[src/rtl/matrix_loader_if.sv]
// Byte-stream input and matrix RAM write-port bundle for matrix_loader.
interface matrix_loader_if #(
  parameter int unsigned N = 128
);
  logic         in_valid;
  logic [7:0]   in_data;
  logic         in_ready;
  logic         w_en;
  logic [7:0]   w_addr;
  logic [N-1:0] w_data;

  modport master (
    input  in_valid, in_data,
    output in_ready, w_en, w_addr, w_data
  );

  modport slave (
    output in_valid, in_data,
    input  in_ready, w_en, w_addr, w_data
  );
endinterface

[src/rtl/matrix_loader.sv]
// Packs an MSB-first byte stream into N-bit rows and writes rows 0..M-1 to the matrix RAM.
// Optional trailing XOR checksum byte: define MATRIX_LOADER_CKSUM_EN.
module matrix_loader #(
  parameter int unsigned M = 256,
  parameter int unsigned N = 128
) (
  input  logic             clk,
  input  logic             rst_n,
  input  logic             start,
  matrix_loader_if.master  bus,
  output logic             busy,
  output logic             done,
  output logic             cksum_err
);

  localparam int unsigned   BYTES     = N / 8;
  localparam int unsigned   BW        = (BYTES > 1) ? $clog2(BYTES) : 1;
  localparam logic [BW-1:0] LAST_BYTE = BW'(BYTES - 1);
  localparam logic [7:0]    LAST_ROW  = 8'(M - 1);

`ifdef MATRIX_LOADER_CKSUM_EN
  typedef enum logic [2:0] {IDLE, FILL, WRITE, CHECK, FIN} state_t;
`else
  typedef enum logic [2:0] {IDLE, FILL, WRITE, FIN} state_t;
`endif

  state_t         state_q, state_d;
  logic [7:0]     row_q, row_d;
  logic [BW-1:0]  cnt_q, cnt_d;
  logic [N-1:0]   shift_q, shift_d;
  logic           w_en_q;
  logic           in_ready_w;
  logic           accept;

`ifdef MATRIX_LOADER_CKSUM_EN
  assign in_ready_w = (state_q == FILL) || (state_q == CHECK);
`else
  assign in_ready_w = (state_q == FILL);
`endif
  assign accept = bus.in_valid && in_ready_w;

  always_comb begin
    state_d = state_q;
    unique case (state_q)
      IDLE:  if (start) state_d = FILL;
      FILL:  if (accept && (cnt_q == LAST_BYTE)) state_d = WRITE;
      WRITE: begin
        if (row_q == LAST_ROW) begin
`ifdef MATRIX_LOADER_CKSUM_EN
          state_d = CHECK;
`else
          state_d = FIN;
`endif
        end else begin
          state_d = FILL;
        end
      end
`ifdef MATRIX_LOADER_CKSUM_EN
      CHECK: if (accept) state_d = FIN;
`endif
      FIN:     state_d = IDLE;
      default: state_d = IDLE;
    endcase
  end

  always_comb begin
    row_d   = row_q;
    cnt_d   = cnt_q;
    shift_d = shift_q;
    if ((state_q == IDLE) && start) begin
      row_d = '0;
      cnt_d = '0;
    end
    if ((state_q == FILL) && accept) begin
      // Shift-in keeps the first byte of the row in the top lane.
      shift_d = (shift_q << 8) | N'(bus.in_data);
      cnt_d   = (cnt_q == LAST_BYTE) ? '0 : cnt_q + BW'(1);
    end
    if ((state_q == WRITE) && (row_q != LAST_ROW)) begin
      row_d = row_q + 8'd1;
    end
  end

  always_ff @(posedge clk or negedge rst_n) begin
    if (!rst_n) begin
      state_q <= IDLE;
      row_q   <= '0;
      cnt_q   <= '0;
      shift_q <= '0;
      w_en_q  <= 1'b0;
    end else begin
      state_q <= state_d;
      row_q   <= row_d;
      cnt_q   <= cnt_d;
      shift_q <= shift_d;
      w_en_q  <= (state_d == WRITE);
    end
  end

`ifdef MATRIX_LOADER_CKSUM_EN
  logic [7:0] ck_q, ck_d;
  logic       err_q, err_d;

  always_comb begin
    ck_d  = ck_q;
    err_d = err_q;
    if ((state_q == IDLE) && start) begin
      ck_d  = '0;
      err_d = 1'b0;
    end
    if ((state_q == FILL) && accept) ck_d = ck_q ^ bus.in_data;
    if ((state_q == CHECK) && accept) err_d = (bus.in_data != ck_q);
  end

  always_ff @(posedge clk or negedge rst_n) begin
    if (!rst_n) begin
      ck_q  <= '0;
      err_q <= 1'b0;
    end else begin
      ck_q  <= ck_d;
      err_q <= err_d;
    end
  end

  assign cksum_err = err_q;
`else
  assign cksum_err = 1'b0;
`endif

  // Row address and data come straight from the registers held during WRITE.
  assign bus.in_ready = in_ready_w;
  assign bus.w_en     = w_en_q;
  assign bus.w_addr   = row_q;
  assign bus.w_data   = shift_q;
  assign busy         = (state_q != IDLE);
  assign done         = (state_q == FIN);

endmodule

[src/flat_wrapper.sv]
// flat-port wrapper written by rule: the top's interface ports become plain ports
module matrix_loader_flat 
#(
  parameter int unsigned M = 256,
  parameter int unsigned N = 128
)
  (clk, rst_n, start, busy, done, cksum_err, bus_in_valid, bus_in_data, bus_in_ready, bus_w_en, bus_w_addr, bus_w_data);
  matrix_loader_if #(.N(N)) bus_i ();
  input  logic clk;
  input  logic rst_n;
  input  logic start;
  output logic busy;
  output logic done;
  output logic cksum_err;
  input wire logic [$bits(bus_i.in_valid)-1:0] bus_in_valid;
  input wire logic [$bits(bus_i.in_data)-1:0] bus_in_data;
  output wire logic [$bits(bus_i.in_ready)-1:0] bus_in_ready;
  output wire logic [$bits(bus_i.w_en)-1:0] bus_w_en;
  output wire logic [$bits(bus_i.w_addr)-1:0] bus_w_addr;
  output wire logic [$bits(bus_i.w_data)-1:0] bus_w_data;
  assign bus_i.in_valid = bus_in_valid;
  assign bus_i.in_data = bus_in_data;
  assign bus_in_ready = bus_i.in_ready;
  assign bus_w_en = bus_i.w_en;
  assign bus_w_addr = bus_i.w_addr;
  assign bus_w_data = bus_i.w_data;
  matrix_loader #(.M(M), .N(N)) u_core (.clk(clk), .rst_n(rst_n), .start(start), .bus(bus_i), .busy(busy), .done(done), .cksum_err(cksum_err));
endmodule
[config.mk]
export PLATFORM = sky130hd
export DESIGN_NAME = matrix_loader_flat
export DESIGN_NICKNAME = d
export VERILOG_FILES = /design/src/rtl/matrix_loader_if.sv /design/src/rtl/matrix_loader.sv /design/src/flat_wrapper.sv
export SDC_FILE = /design/constraint.sdc
export NUM_CORES = 1
export LEC_CHECK = 0
export CORE_MARGIN = 5
export CORE_UTILIZATION = 30
export CTS_CLUSTER_DIAMETER = 60
export DETAILED_ROUTE_END_ITERATION = 8
export RECOVER_POWER = 50
export SLEW_MARGIN = 20
export SYNTH_ARGS = -nofsm -noshare
export SYNTH_HDL_FRONTEND = slang
export SYNTH_SLANG_ARGS = --single-unit
[constraint.sdc]
create_clock -name clk -period 3.8 [get_ports clk]
set_input_delay 0.76 -clock clk [delete_from_list [all_inputs] [get_ports clk]]
set_output_delay 0.76 -clock clk [all_outputs]
set_load 0.02 [all_outputs]
# --- After elaboration in Yosys (flattened, before gate mapping) ---
# Cells that the tools add are included.
# Widths: inputs -> output; s select.
totals:
  regBits: 144
  out_inout_bits: 141
  inputBits: 12
classes:
  bitwise: 1
  n_eq_ne: 7
  add_sub_neg: 2
  mux: 9
  n_reduce_logical: 9
ops:
  columns: ["op", "count"]
  rows:
  - ["$or 128x8->128", 1]
  - ["$mux 8", 2]
  - ["$mux 4", 3]
  - ["$eq 3x2->1 const B", 3]
  - ["$pmux 3 s3", 1]
  - ["$add 8x1->8 const B", 1]
  - ["$eq 8x8->1 const B", 1]
  - ["$ne 8x8->1 const B", 1]
  - ["$mux 3", 2]
  - ["$logic_and 1x1->1", 5]
  - ["$add 4x1->4 const B", 1]
  - ["$eq 4x4->1 const B", 1]
  - ["$reduce_bool 2->1", 2]
  - ["$eq 3x1->1 const B", 1]
  - ["$logic_not 3->1", 1]
  - ["$reduce_bool 3->1", 1]
  - ["$mux 2", 1]

# --- Depth between registers and ports, before layout ---
logic_depth:
  depth_word: 6
  depth_mapped: 6
  ltp_nobuf: 5

# --- Worst setup path after synthesis ---
# OpenSTA, ideal clock, no wires.
synth_path:
  kind: "reg-to-output"
  from: "register u_core.state_q[1]"
  to: "output port bus_in_ready"
  slack_ns: 2.046
  path_stages_with_launch: 2
  required_ns: 3.040
  path_buffers: 0
  t_arrival_ns: 0.994
  path_cell_list: "dfrtp_1 > nor3b_1"
synth_between:
  elab_chain_cells: 1
synth_lines:
  columns: ["item", "line_no", "text"]
  rows:
  - ["start: declaration", "matrix_loader.sv:27", "state_t state_q, state_d;"]
  - ["start signal: assignment", "matrix_loader.sv:92", "state_q <= state_d;"]
  - ["$eq 3x1->1", "matrix_loader.sv:38", "assign in_ready_w = (state_q == FILL);"]
  - ["end: declaration", "flat_wrapper.sv:17", "output wire logic [$bits(bus_i.in_ready)-1:0] bus_in_ready;"]
# No other way between the ends.

# --- Final worst setup path ---
layout_path:
  from: "input port bus_in_valid"
  to: "register u_core.shift_q[53] (netlist: u_core.bus.w_data[53])"
layout_between:
  elab_chain_cells: 2
layout_lines:
  columns: ["item", "line_no", "text"]
  rows:
  - ["start: declaration", "flat_wrapper.sv:15", "input wire logic [$bits(bus_i.in_valid)-1:0] bus_in_valid;"]
  - ["$logic_and 1x1->1", "matrix_loader.sv:40", "assign accept = bus.in_valid && in_ready_w;"]
  - ["$logic_and 1x1->1", "matrix_loader.sv:74", "if ((state_q == FILL) && accept) begin"]
  - ["end signal: assignment", "matrix_loader.sv:95", "shift_q <= shift_d;"]
  - ["end: declaration", "matrix_loader.sv:30", "logic [N-1:0] shift_q, shift_d;"]
# No other way between the ends.
# A chain may end at the register's enable or synchronous reset.

==> reports/results.ini <==
[drt]
drt_pass1_iterations=4
wl_per_cell_um=14.5
num_vias=4538
drc=0
wl_um=14800
vias_per_cell=4.45
drt_iter0_markers=221
ant_nets=0

[finish]
fin_nets=786
drive_above_1_share_pct=5.99
layout_commonest_cell=nand2_1
diodes=0
area_growth_pct=41.4
mostFrequentLayoutCells=390 x nand2_1, 144 x dfrtp_1, 104 x clkdlybuf4s50_1, 46 x dlygate4sd3_1, 17 x clkbuf_16
fin_area_um2=7980

[synthesis]
synth.avg_cell_area_um2=8.99
post_synth_num_cell_types=37
async_flop_share_pct=100
yosys_register_bits=144
yosysWarnings=0
synth.cell_area_um2=5650
synth_cells=628
ys.flop_type=dfrtp_1
ys_seq_area_share_pct=63.8
synth_edf_count=0

[clock_network]
holdBufCountCts=0
cts_root_buf=clkbuf_16
clock_latency_ns=0.41
clkTransAtPathRegs_ns=0.06
cts_buffers=17
cts_setup_buffers=0
htree_levels=4
cts_tree=done
cts_resized=0
clock_path_buffers=2
cts.sinks=144

[floorplan]
initial_core_util_pct=30.3
core_um2=18600
die_height_um=147
fp.dieW_um=147
dieArea_um2=21700
num_io_pins=153
rows=50

[status]
outcome=finished, violations left
violations=capacitance limit, slew limit

[place]
io_buffer_count=151
place_area_um2=7410
dp_hpwl_um=9770
routabilityCongestion=0.754

[sta]
max_slew_margin_pct=-1.83
report.final.slew_viol_count=38
fin_crit_ns=2.98
fin_crit_sh_pct=78.4
skew_ns=0.00727
fmax_mhz=336
worstMarginPinSlew_ns=1.53
setup_viol=0
setup_tns_ns=0
fin_hold_ws_ns=0.441
rsz0062_at_grt=false
hold_viol_final=0

[critical_path]
start_kind=input pin
crit_slowest_cell=and4bb_1
cp-end-kind=flip-flop
critPathArrivalTime_ns=3.32
cp.required_ns=4.14
crit_top_cell=nand2_1
crit_chain=dlygate4sd3_1, and4bb_1, buf_4, nand2_1, nand2_1
slowest_delay_ns=1.23
crit_type=in2reg
crit_fanout=38
critPathBufInv=2
cp_top_family=simple AND/OR/NAND/NOR gates

[power]
powerDensity_nw_per_um2=560
power.total_w=0.00447
peakVddDrop_mv=0.357
leakagePower_nw=4.22

[global_routing]
grt_pass1_vias=4474
overflow=0
grt_max_degree=107
antenna_found_initial=0
grt_usage_pct=13.7
grt_pass1_wl_um=24000

[job]
drv_cap=2

[worst_hold_path]
hold_class=in2async

layer usage:
metal	part of all wire (%)	vias up	global-route usage, %
li1	-	2250	-
met1	47	2152	17.8
met2	44	127	20.6
met5	0	-	0
met4	0.96	0	4.47
met3	8.2	9	5.80
cells by family (layout without fill, tap and decap cells):
kind of cell	after synthesis	after routing	synth area share (%)
multiplexers	1	1	0.199
XOR/XNOR	2	2	0.310
AND/OR/NAND/NOR	421	421	29.6
other	1	2	0.0664
AO/OA/AOI/OAI	23	23	2.90
buffers and inverters	34	190	2.68
adder cells (fa/ha/maj)	2	2	0.443
flip-flops	144	144	63.8
synth_stat cells, drive strengths merged, types with 2 or more instances:
master  instances  share of area [%]
nand3           7               0.62
a21oi           2               0.18
xor2            2               0.31
o21ai          10               0.89
nand2         390                 26
buf            17                1.6
dfrtp         144                 64
ha              2               0.44
nor4b           2               0.31
clkbuf         15                1.0
a22o            2               0.31
nor3            2               0.18
a211o           2               0.31
inv             2               0.13
nor3b           3               0.49
nor2            6               0.44
o211ai          2               0.27
and3            5               0.62
registers in the layout, summed over array words and instances, names as in the netlist:
name and flops:
u_core.cnt_q 4, u_core.bus.w_en 1, u_core.bus.w_addr 8, u_core.state_q 3, u_core.bus.w_data 128
worst paths after layout:
check / from / slack (ns) / cells after the start / to
max: bus_in_valid / 0.82 / 5 / u_core.bus.w_data[53]
min: rst_n / 0.44 / 1 / u_core.bus.w_data[125]
max in group asynchronous: rst_n / 2.61 / 2 / u_core.bus.w_data[73]
min in group clk: u_core.bus.w_data[124] / 0.47 / 2 / u_core.bus.w_data[124]
max reg2reg: u_core.state_q[2] / 1.18 / 4 / u_core.bus.w_data[22]
min reg2reg: u_core.bus.w_data[124] / 0.47 / 2 / u_core.bus.w_data[124]
area by class of cell:
cell class	instances	area, µm²
multi-input combinational	451	1880
timing repair buffer	156	1590
clock buffer	18	439
clock inverter	14	166
inverter	2	7.51
tap	234	293
fill	1848	10700
sequential	144	3600
stage by stage:
step	worst slack [ns]	util, %	instances
after CTS	1.18	43.0	1019
after floorplan	2.05	-	629
final	0.820	42.8	1019
after detailed placement	1.01	39.7	987
after global placement	1.04	39.7	987
after global routing	0.567	42.8	1019
where the power goes:
part | internal (W) | leakage, nW | total, W | switching (W)
clock | 0.00105 | 0.288 | 0.00170 | 0.000658
sequential | 0.00172 | 1.97 | 0.00189 | 0.000170
combinational | 0.000381 | 1.96 | 0.000871 | 0.000491
(Power assumes the default switching activity.)
